File: src/rtl/alu_op_pkg.sv
// Shared constants and types for the ALU operation sequencer.
package alu_op_pkg;

  // ALU operation codes
  localparam logic [3:0] AluAnd    = 4'b0000;
  localparam logic [3:0] AluOr     = 4'b0001;
  localparam logic [3:0] AluSum    = 4'b0010;
  localparam logic [3:0] AluEqual  = 4'b0011;
  localparam logic [3:0] AluSll    = 4'b0100;
  localparam logic [3:0] AluSrl    = 4'b0101;
  localparam logic [3:0] AluSra    = 4'b0111;
  localparam logic [3:0] AluXor    = 4'b1000;
  localparam logic [3:0] AluMuldiv = 4'b1001;
  localparam logic [3:0] AluSub    = 4'b1010;
  localparam logic [3:0] AluBlt    = 4'b1100;
  localparam logic [3:0] AluBltu   = 4'b1101;
  localparam logic [3:0] AluSlt    = 4'b1110;
  localparam logic [3:0] AluSltu   = 4'b1111;

  // ALU_CO instruction classes
  localparam logic [1:0] CoMem    = 2'b00;
  localparam logic [1:0] CoBranch = 2'b01;
  localparam logic [1:0] CoAlu    = 2'b10;
  localparam logic [1:0] CoRsvd   = 2'b11;

  // FUNC7 encodings
  localparam logic [6:0] Func7Base   = 7'b0000000;
  localparam logic [6:0] Func7Alt    = 7'b0100000;
  localparam logic [6:0] Func7Muldiv = 7'b0000001;

  typedef enum logic [0:0] {StIdle, StBusy} seq_state_e;

  function automatic int unsigned max_u(input int unsigned a, input int unsigned b);
    return (a > b) ? a : b;
  endfunction

endpackage

File: src/rtl/alu_op_sequencer_if.sv
// Decoder-side request and execute-side result signals of the sequencer.
interface alu_op_sequencer_if #(
  parameter int unsigned OP_W = 4
) ();
  logic            valid_i;
  logic            ready_o;
  logic            is_immediate_i;
  logic [1:0]      ALU_CO_i;
  logic [6:0]      FUNC7_i;
  logic [2:0]      FUNC3_i;
  logic            out_valid_o;
  logic            out_ready_i;
  logic [OP_W-1:0] ALU_OP_o;
  logic            illegal_o;
  logic            md_start_o;
  logic [2:0]      md_op_o;

  // Sequencer side
  modport slave (
    input  valid_i, is_immediate_i, ALU_CO_i, FUNC7_i, FUNC3_i, out_ready_i,
    output ready_o, out_valid_o, ALU_OP_o, illegal_o, md_start_o, md_op_o
  );

  // Decoder / execute side
  modport master (
    output valid_i, is_immediate_i, ALU_CO_i, FUNC7_i, FUNC3_i, out_ready_i,
    input  ready_o, out_valid_o, ALU_OP_o, illegal_o, md_start_o, md_op_o
  );
endinterface

File: src/rtl/alu_op_decode.sv
// Combinational decode of an instruction slice into an ALU code, illegal flag and M-op flag.
module alu_op_decode
  import alu_op_pkg::*;
#(
  parameter bit ENABLE_M = 1'b1
) (
  input  logic       is_immediate_i,
  input  logic [1:0] alu_co_i,
  input  logic [6:0] func7_i,
  input  logic [2:0] func3_i,
  output logic [3:0] op_o,
  output logic       illegal_o,
  output logic       is_md_o
);

  // Class / funct decode; illegal encodings force the code to zero at the end
  always_comb begin
    op_o      = AluAnd;
    illegal_o = 1'b0;
    is_md_o   = 1'b0;
    unique case (alu_co_i)
      CoMem: op_o = AluSum;
      CoBranch: begin
        unique case (func3_i)
          3'b000, 3'b010, 3'b011: op_o = AluSub;
          3'b001:                 op_o = AluEqual;
          3'b100:                 op_o = AluBlt;
          3'b101:                 op_o = AluSlt;
          3'b110:                 op_o = AluBltu;
          3'b111:                 op_o = AluSltu;
        endcase
      end
      CoAlu: begin
        if (!is_immediate_i && (func7_i == Func7Muldiv)) begin
          if (ENABLE_M) begin
            op_o    = AluMuldiv;
            is_md_o = 1'b1;
          end else begin
            illegal_o = 1'b1;
          end
        end else begin
          unique case (func3_i)
            3'b000: begin
              // Immediate form carries imm bits in FUNC7, so it is always an add
              if (is_immediate_i || (func7_i == Func7Base)) op_o = AluSum;
              else if (func7_i == Func7Alt)                 op_o = AluSub;
              else                                          illegal_o = 1'b1;
            end
            3'b001: begin
              if (func7_i == Func7Base) op_o = AluSll;
              else                      illegal_o = 1'b1;
            end
            3'b101: begin
              if (func7_i == Func7Base)     op_o = AluSrl;
              else if (func7_i == Func7Alt) op_o = AluSra;
              else                          illegal_o = 1'b1;
            end
            default: begin
              unique case (func3_i)
                3'b010:  op_o = AluSlt;
                3'b011:  op_o = AluSltu;
                3'b100:  op_o = AluXor;
                3'b110:  op_o = AluOr;
                default: op_o = AluAnd;
              endcase
              if (!is_immediate_i && (func7_i != Func7Base)) illegal_o = 1'b1;
            end
          endcase
        end
      end
      CoRsvd: illegal_o = 1'b1;
    endcase
    if (illegal_o) op_o = AluAnd;
  end

endmodule

File: src/rtl/alu_op_sequencer.sv
// Registered, handshaked ALU op sequencer with a stall path for multi-cycle M ops.
module alu_op_sequencer
  import alu_op_pkg::*;
#(
  parameter int unsigned OP_W     = 4,
  parameter int unsigned MUL_LAT  = 3,
  parameter int unsigned DIV_LAT  = 32,
  parameter bit          ENABLE_M = 1'b1
) (
  input logic               clk,
  input logic               rst,
  alu_op_sequencer_if.slave seq_io
);

  localparam int unsigned MaxLat = max_u(MUL_LAT, DIV_LAT);
  localparam int unsigned CntW   = $clog2(MaxLat + 1);

  seq_state_e      state_q, state_d;
  logic [CntW-1:0] cnt_q, cnt_d;
  logic            md_start_q, md_start_d;
  logic [2:0]      md_op_q, md_op_d;
  logic            out_valid_q, out_valid_d;
  logic [3:0]      op_q, op_d;
  logic            illegal_q, illegal_d;

  logic       dec_is_md, dec_ill;
  logic [3:0] dec_op;
  logic       ready, accept;
  logic       load, load_ill;
  logic [3:0] load_op;

  alu_op_decode #(
    .ENABLE_M (ENABLE_M)
  ) u_decode (
    .is_immediate_i (seq_io.is_immediate_i),
    .alu_co_i       (seq_io.ALU_CO_i),
    .func7_i        (seq_io.FUNC7_i),
    .func3_i        (seq_io.FUNC3_i),
    .op_o           (dec_op),
    .illegal_o      (dec_ill),
    .is_md_o        (dec_is_md)
  );

  assign ready  = (state_q == StIdle) && (!out_valid_q || seq_io.out_ready_i);
  assign accept = seq_io.valid_i && ready;

  // FSM next state, latency counter and result-load request
  always_comb begin
    state_d    = state_q;
    cnt_d      = cnt_q;
    md_start_d = 1'b0;
    md_op_d    = md_op_q;
    load       = 1'b0;
    load_op    = AluAnd;
    load_ill   = 1'b0;
    unique case (state_q)
      StIdle: begin
        if (accept) begin
          if (dec_is_md) begin
            // FUNC3[2] separates DIV/REM from MUL variants
            cnt_d      = seq_io.FUNC3_i[2] ? CntW'(DIV_LAT) : CntW'(MUL_LAT);
            md_op_d    = seq_io.FUNC3_i;
            md_start_d = 1'b1;
            state_d    = StBusy;
          end else begin
            load     = 1'b1;
            load_op  = dec_op;
            load_ill = dec_ill;
          end
        end
      end
      StBusy: begin
        if (cnt_q == CntW'(1)) begin
          load    = 1'b1;
          load_op = AluMuldiv;
          cnt_d   = '0;
          state_d = StIdle;
        end else begin
          cnt_d = cnt_q - CntW'(1);
        end
      end
    endcase
  end

  // Output register: a new result wins over a consume on the same edge
  always_comb begin
    out_valid_d = out_valid_q;
    op_d        = op_q;
    illegal_d   = illegal_q;
    if (load) begin
      out_valid_d = 1'b1;
      op_d        = load_op;
      illegal_d   = load_ill;
    end else if (seq_io.out_ready_i) begin
      out_valid_d = 1'b0;
    end
  end

  // State and output registers with synchronous reset
  always_ff @(posedge clk) begin
    if (rst) begin
      state_q     <= StIdle;
      cnt_q       <= '0;
      md_start_q  <= 1'b0;
      md_op_q     <= 3'b000;
      out_valid_q <= 1'b0;
      op_q        <= AluAnd;
      illegal_q   <= 1'b0;
    end else begin
      state_q     <= state_d;
      cnt_q       <= cnt_d;
      md_start_q  <= md_start_d;
      md_op_q     <= md_op_d;
      out_valid_q <= out_valid_d;
      op_q        <= op_d;
      illegal_q   <= illegal_d;
    end
  end

  assign seq_io.ready_o     = ready;
  assign seq_io.out_valid_o = out_valid_q;
  assign seq_io.ALU_OP_o    = OP_W'(op_q);
  assign seq_io.illegal_o   = illegal_q;
  assign seq_io.md_start_o  = md_start_q;
  assign seq_io.md_op_o     = md_op_q;

endmodule

File: src/flat_wrapper.sv
// flat-port wrapper written by rule: the top's interface ports become plain ports
module alu_op_sequencer_flat import alu_op_pkg::*;
#(
  parameter int unsigned OP_W     = 4,
  parameter int unsigned MUL_LAT  = 3,
  parameter int unsigned DIV_LAT  = 32,
  parameter bit          ENABLE_M = 1'b1
)
  (clk, rst, seq_io_valid_i, seq_io_is_immediate_i, seq_io_ALU_CO_i, seq_io_FUNC7_i, seq_io_FUNC3_i, seq_io_out_ready_i, seq_io_ready_o, seq_io_out_valid_o, seq_io_ALU_OP_o, seq_io_illegal_o, seq_io_md_start_o, seq_io_md_op_o);
  alu_op_sequencer_if #(.OP_W(OP_W)) seq_io_i ();
  input logic clk;
  input logic rst;
  input wire logic [$bits(seq_io_i.valid_i)-1:0] seq_io_valid_i;
  input wire logic [$bits(seq_io_i.is_immediate_i)-1:0] seq_io_is_immediate_i;
  input wire logic [$bits(seq_io_i.ALU_CO_i)-1:0] seq_io_ALU_CO_i;
  input wire logic [$bits(seq_io_i.FUNC7_i)-1:0] seq_io_FUNC7_i;
  input wire logic [$bits(seq_io_i.FUNC3_i)-1:0] seq_io_FUNC3_i;
  input wire logic [$bits(seq_io_i.out_ready_i)-1:0] seq_io_out_ready_i;
  output wire logic [$bits(seq_io_i.ready_o)-1:0] seq_io_ready_o;
  output wire logic [$bits(seq_io_i.out_valid_o)-1:0] seq_io_out_valid_o;
  output wire logic [$bits(seq_io_i.ALU_OP_o)-1:0] seq_io_ALU_OP_o;
  output wire logic [$bits(seq_io_i.illegal_o)-1:0] seq_io_illegal_o;
  output wire logic [$bits(seq_io_i.md_start_o)-1:0] seq_io_md_start_o;
  output wire logic [$bits(seq_io_i.md_op_o)-1:0] seq_io_md_op_o;
  assign seq_io_i.valid_i = seq_io_valid_i;
  assign seq_io_i.is_immediate_i = seq_io_is_immediate_i;
  assign seq_io_i.ALU_CO_i = seq_io_ALU_CO_i;
  assign seq_io_i.FUNC7_i = seq_io_FUNC7_i;
  assign seq_io_i.FUNC3_i = seq_io_FUNC3_i;
  assign seq_io_i.out_ready_i = seq_io_out_ready_i;
  assign seq_io_ready_o = seq_io_i.ready_o;
  assign seq_io_out_valid_o = seq_io_i.out_valid_o;
  assign seq_io_ALU_OP_o = seq_io_i.ALU_OP_o;
  assign seq_io_illegal_o = seq_io_i.illegal_o;
  assign seq_io_md_start_o = seq_io_i.md_start_o;
  assign seq_io_md_op_o = seq_io_i.md_op_o;
  alu_op_sequencer #(.OP_W(OP_W), .MUL_LAT(MUL_LAT), .DIV_LAT(DIV_LAT), .ENABLE_M(ENABLE_M)) u_core (.clk(clk), .rst(rst), .seq_io(seq_io_i));
endmodule
File: config.mk
export PLATFORM = sky130hd
export DESIGN_NAME = alu_op_sequencer_flat
export DESIGN_NICKNAME = d
export VERILOG_FILES = /design/src/rtl/alu_op_pkg.sv /design/src/rtl/alu_op_sequencer_if.sv /design/src/rtl/alu_op_decode.sv /design/src/rtl/alu_op_sequencer.sv /design/src/flat_wrapper.sv
export SDC_FILE = /design/constraint.sdc
export NUM_CORES = 1
export LEC_CHECK = 0
export CAP_MARGIN = 10
export CORE_ASPECT_RATIO = 1.2
export CORE_MARGIN = 2
export CORE_UTILIZATION = 48
export DETAILED_ROUTE_END_ITERATION = 12
export GPL_TIMING_DRIVEN = 0
export PLACE_DENSITY = 0.79
export SLEW_MARGIN = 20
export SYNTH_ARGS = -nofsm -noshare
export SYNTH_HDL_FRONTEND = slang
export SYNTH_SLANG_ARGS = --single-unit
File: constraint.sdc
create_clock -name clk -period 2.3 [get_ports clk]
set_clock_uncertainty 0.1 [all_clocks]
set_input_delay 0.23 -clock clk [delete_from_list [all_inputs] [get_ports clk]]
set_output_delay 0.23 -clock clk [all_outputs]
set_load 0.005 [all_outputs]
After elaboration in Yosys (flattened, before gate mapping)

Memories as Yosys holds them, arrays and structs flattened.
Index checks and enable logic that the tools add are counted.

Eq/ne operators: 14
Bitwise operators: 1
Add/sub/neg operators: 1
Reductions and logical operators: 16
Muxes and demuxes: 42

Operators with widths:

| cell                                                                    | count |
|---|---|
| 4-bit 2-to-1 mux                                                        | 7 |
| 6-bit 2-to-1 mux                                                        | 4 |
| 4-bit case mux with 3 select lines                                      | 2 |
| 1-bit 2-to-1 mux                                                        | 19 |
| 4-bit case mux with 4 select lines                                      | 1 |
| 6-bit case mux with 2 select lines                                      | 1 |
| 3-bit equality test, second input constant                              | 3 |
| 3-bit 2-to-1 mux                                                        | 3 |
| 4-bit case mux with 2 select lines                                      | 1 |
| 7-bit by 1-bit equality test with 1-bit output, second input constant   | 1 |
| 7-bit by 6-bit equality test with 1-bit output, second input constant   | 1 |
| 7-bit logical NOT                                                       | 1 |
| 7-bit nonzero test                                                      | 1 |
| 3-bit by 2-bit equality test with 1-bit output, second input constant   | 2 |
| 6-bit by 1-bit equality test with 1-bit output, second input constant   | 1 |
| 1-bit case mux with 2 select lines                                      | 3 |
| 6-bit by 1-bit subtractor with 6-bit output, second input constant      | 1 |
| 2-bit equality test, second input constant                              | 2 |
| 1-bit logical AND                                                       | 4 |
| 2-bit by 1-bit inequality test with 1-bit output, second input constant | 2 |
| 3-bit by 1-bit equality test with 1-bit output, second input constant   | 1 |
| 3-bit logical NOT                                                       | 1 |
| 1-bit case mux with 3 select lines                                      | 1 |
| 3-bit AND reduction                                                     | 1 |
| 8 further kinds                                                         | 10 |

Logic and storage cells: 82
Output and inout bits: 11
Memories: 1
Register bits after elaboration: 17
ROM bits: 32

Memory list:

| memory          | words | bits a word | rd ports | clocked after memory_dff | wr ports | line                | source |
|---|---|---|---|---|---|---|---|
| (no name shown) | 8     | 4           | 1        | 0                        | 0        | alu_op_decode.sv:24 | `unique case (func3_i)` |

Logic depth before layout (Yosys ltp)

Depth in word-level cells: 10
Depth in mapped cells: 6
Mapped depth without buffers: 6

By module

A second synthesis with hierarchy kept.

Cells, all modules: 144
Area, all modules: 1,097.3 um^2

Modules (own cells, without submodules):

| module           | area each (um^2) | sequential area each (um^2) | times used | cells each |
|---|---|---|---|---|
| alu_op_sequencer | 777.0            | 340.3                       | 1          | 94 |
| alu_op_decode    | 320.3            | 0.0                         | 1          | 50 |

Worst setup path before layout

No wires, ideal clock.

Kind: flip-flop to flip-flop
Start: register u_core.cnt_q[1]
End: register u_core.op_q[1] (netlist: u_core.seq_io.ALU_OP_o[1])
Cell stages (with the launch flop): 7
Period minus slack after synthesis: 1.570 ns
Buffers on the path: 0
Data required time: 2.083 ns
Path slack: 0.730 ns
Arrival: 1.352 ns
Cell sequence: dfxtp_1 inv_1 ha_1 nor3b_1 and3_1 nor3_1 a32o_1

Word-level cells in the longest chain between the ends: 3

RTL lines:

| item                                           | line                    | source |
|---|---|---|
| from (decl)                                    | alu_op_sequencer.sv:19  | `logic [CntW-1:0] cnt_q, cnt_d;` |
| from (signal assigned)                         | alu_op_sequencer.sv:111 | `cnt_q <= cnt_d;` |
| 6-bit by 1-bit equality test with 1-bit output | alu_op_sequencer.sv:73  | `if (cnt_q == CntW'(1)) begin` |
| 1-bit 2-to-1 mux                               | alu_op_sequencer.sv:73  |  |
| 1-bit case mux with 2 select lines             | alu_op_sequencer.sv:56  | `unique case (state_q)` |
| to (signal assigned)                           | alu_op_sequencer.sv:107 | `op_q <= AluAnd;` |
| to (signal assigned)                           | alu_op_sequencer.sv:115 | `op_q <= op_d;` |
| to (decl)                                      | alu_op_sequencer.sv:23  | `logic [3:0] op_q, op_d;` |

Every way passes these cells.
A chain may end at the register's enable or synchronous reset.

Final worst setup path

Start: register u_core.cnt_q[0]
End: register u_core.op_q[1] (netlist: u_core.seq_io.ALU_OP_o[1])

The elaborated chain is that of the path after synthesis.

==> flow_metrics.env <==
export IMPL_die_y_um=56.4
export IMPL_max_stage_delay_ns=0.44
export IMPL_ys_warnings_count=0
export IMPL_synth_yosys_seq_area_share_pct=30.9
export IMPL_cts_tree="yes"
export IMPL_yosys_most_used_dff="dfxtp_1"
export IMPL_grt_setup_unrepaired="no"
export IMPL_synth_async_reset_ratio_pct=0
export IMPL_r2r_cells=5
export IMPL_finalSetupViolCount=0
export IMPL_coreArea_um2=2230
export IMPL_grt_pass1_wl_um=4810
export IMPL_fillers=219
export IMPL_power_leakage_uw=0.000490
export IMPL_min_path_type="input port to register"
export IMPL_worstSetupPathType="register to register"
export IMPL_yosys_top_cells_area="dfxtp_1 (31%), a21oi_1 (6.8%), nand2_1 (4.4%)"
export IMPL_grt_use_total_pct=24.0
export IMPL_die_w_um=47.7
export IMPL_r2r_start="u_core.cnt_q[0]"
export IMPL_grt_overflow=0
export IMPL_cts_hold_buffers=0
export IMPL_timing_critical_path_cells="ha_1 > nor3b_1 > and3_1 > nor3_1 > a32o_1"
export IMPL_critical_path_slowest_cell="dfxtp_1"
export IMPL_drt_iter0_drc=21
export IMPL_fin_nets=194
export IMPL_synth_largest_area_cell="dfxtp_1"
export IMPL_start_util_pct=49.2
export IMPL_wl_per_cell_um=13.6
export IMPL_yosys_cell_types_count=46
export IMPL_cts_sinks=17
export IMPL_numCtsBuffers=3
export IMPL_hold_ws_ns=0.255
export IMPL_dr_total_vias=1205
export IMPL_worstHoldStart="rst"
export IMPL_synth_edf_count=0
export IMPL_synthToLayoutAreaGrowth_pct=29.7
export IMPL_cp_start_kind="register"
export IMPL_fmax_mhz=536
export IMPL_num_io_pins=28
export IMPL_synth_top_area_share_pct=30.9
export IMPL_grt_pass1_vias=1101
export IMPL_power_density_nw_per_um2=412
export IMPL_finalHoldViolations=0
export IMPL_r2r_end="u_core.seq_io.ALU_OP_o[1]"
export IMPL_design_die_area_um2=2690
export IMPL_diodes=0
export IMPL_synth_net_count=163
export IMPL_cts_max_level=1
export IMPL_cts_resized_gates=0
export IMPL_hold_end="u_core.seq_io.ALU_OP_o[3]"
export IMPL_critical_path_top_delay_family="simple AND/OR/NAND/NOR gates"
export IMPL_cts_buffer_depth=2
export IMPL_multi_input_area_um2=697
export IMPL_gp_congestion=0.880
export IMPL_ir_worst_vdd_mv=0.269
export IMPL_postCtsSetupRepairBufs=0
export IMPL_antenna_found_initial=0
export IMPL_r2r_slack_ns=0.43
export IMPL_netlist_area_um2=1100
export IMPL_dp_hpwl_um=2210
export IMPL_ys_seq_elements=17
export IMPL_wl_um=2780
export IMPL_status="complete, no violations"
export IMPL_cap_violations=0
export IMPL_path_buf_inv=0
export IMPL_worstPathRequired_ns=2.40
export IMPL_grt_max_degree=11
export IMPL_post_route_period_util_pct=81.1
export IMPL_cts_root_buf="clkbuf_4"
export IMPL_maxSlewViolCount=0
export IMPL_port_buffers=26
export IMPL_rows=19
export IMPL_finalCriticalPeriod_ns=1.87
export IMPL_via_per_inst=5.88
export IMPL_drt_first_pass_iters=4
export IMPL_path_clk_slew_ns=0.10
export IMPL_min_path_cells=2
export IMPL_critPathCaptureType="register"
export IMPL_syn_area_per_cell_um2=7.64
export IMPL_final_antenna_net_count=0
export IMPL_drive_gt1_share_pct=7.47
export IMPL_critPathMaxFanout=5
export IMPL_clock_latency_ns=0.29
export IMPL_worst_pin_slew_ns=0.479
export IMPL_tns_ns=0
export IMPL_seq_area_um2=340
export IMPL_crit_arrival_ns=1.96
export IMPL_remaining_drc_errors=0
export IMPL_synth_cells=144
export IMPL_relSlewSlack_pct=68.0
-- cells in the mapped netlist, types with 3 or more instances --
cell type / n
clkbuf_1: 5
nor3_1: 7
a31oi_1: 3
nand2_1: 13
a21oi_1: 15
nand3_1: 8
nor2b_1: 5
nand4_1: 3
inv_1: 6
o21ai_0: 6
nor2_1: 9
dfxtp_1: 17
-- metal layers --
metal / share of wire [%] / GRT usage, % / routed length [um] / vias to the layer above
met5: 0 / 0 / 0 / -
met4: 1.5 / 8.88 / 42 / 0
met3: 3.5 / 3.22 / 97 / 5
met2: 53 / 41.1 / 1480 / 34
met1: 42 / 28.7 / 1160 / 573
li1: - / - / - / 593
-- layout by cell type, fill, tap and decap left out, drive strengths merged, types with 3 or more instances in the layout --
| master | instances |
|---|---|
| clkdlybuf4s50 | 26 |
| dfxtp | 17 |
| a21oi | 15 |
| nand2 | 13 |
| nor2 | 9 |
| nor3 | 9 |
| nand3 | 8 |
| clkbuf | 8 |
| o21ai | 7 |
| inv | 6 |
| nor2b | 5 |
| a31oi | 3 |
| nand4 | 3 |
| nand2b | 3 |
| buf | 3 |
| nor3b | 3 |
-- logic make-up after synthesis --
group | count (synthesis) | synth area share [%]
and+or+nand+nor | 68 | 36.1
DFF | 17 | 30.9
xor gates and xnor gates | 1 | 0.797
adders and majority gates | 2 | 2.27
AOI/OAI and AO/OA | 42 | 24.2
buffers and inverters | 14 | 5.69
-- through the flow --
stage | cell area (um^2) | utilization, % | power (uW) | setup slack (ns) | cells
after floorplan | 1100 | - | 373 | 0.730 | 144
final | 1430 | 63.8 | 587 | 0.434 | 205
after global routing | 1430 | 63.8 | 622 | 0.268 | 205
after detailed placement | 1400 | 62.6 | 431 | 0.160 | 201
after CTS | 1430 | 63.8 | 591 | 0.451 | 205
after global placement | 1400 | 62.6 | 429 | 0.188 | 201
-- layout make-up --
class	count	share of cell area (%)
timing repair buffer	26	18.2
buffer	8	2.81
sequential	17	23.9
inverter	6	1.58
clock inverter	1	0.351
clock buffer	3	1.58
tap	31	2.72
multi-input combinational	113	48.9
-- flip-flops by register name, indices dropped and copies added (netlist names) --
name and cells:
u_core.seq_io.ALU_OP_o 4, u_core.seq_io.md_op_o 3, u_core.cnt_q 6, u_core.seq_io.md_start_o 1, u_core.seq_io.illegal_o 1, u_core.state_q 1, u_core.seq_io.out_valid_o 1
-- worst register-to-register path: stages, from the launching register on --
cell and delay [ns]:
dfxtp_1 0.44, ha_1 0.19, nor3b_1 0.42, and3_1 0.32, nor3_1 0.08, a32o_1 0.21
-- where the power goes --
| part | leakage (uW) | switching [uW] | total (uW) | internal, uW |
|---|---|---|---|---|
| sequential | 0.000138 | 3.25 | 303 | 300 |
| clock | 0.0000177 | 97.2 | 162 | 64.8 |
| combinational | 0.000335 | 59.2 | 122 | 63.1 |
| total | 0.000490 | 160 | 587 | 428 |
-- how the worst max path moves through the flow --
stage	from	to	slack, ns	cells after the start
5_1_grt	u_core.cnt_q[0]	u_core.seq_io.ALU_OP_o[1]	0.27	5
6_report	u_core.cnt_q[0]	u_core.seq_io.ALU_OP_o[1]	0.43	5
2_1_floorplan	u_core.cnt_q[1]	u_core.seq_io.ALU_OP_o[1]	0.73	6
3_5_place_dp	seq_io_FUNC3_i[1]	u_core.seq_io.ALU_OP_o[3]	0.16	7
4_1_cts	u_core.cnt_q[0]	u_core.seq_io.ALU_OP_o[1]	0.45	5
3_3_place_gp	seq_io_FUNC3_i[1]	u_core.seq_io.ALU_OP_o[3]	0.19	7
No activity file was read; power rests on OpenSTA's default activity.
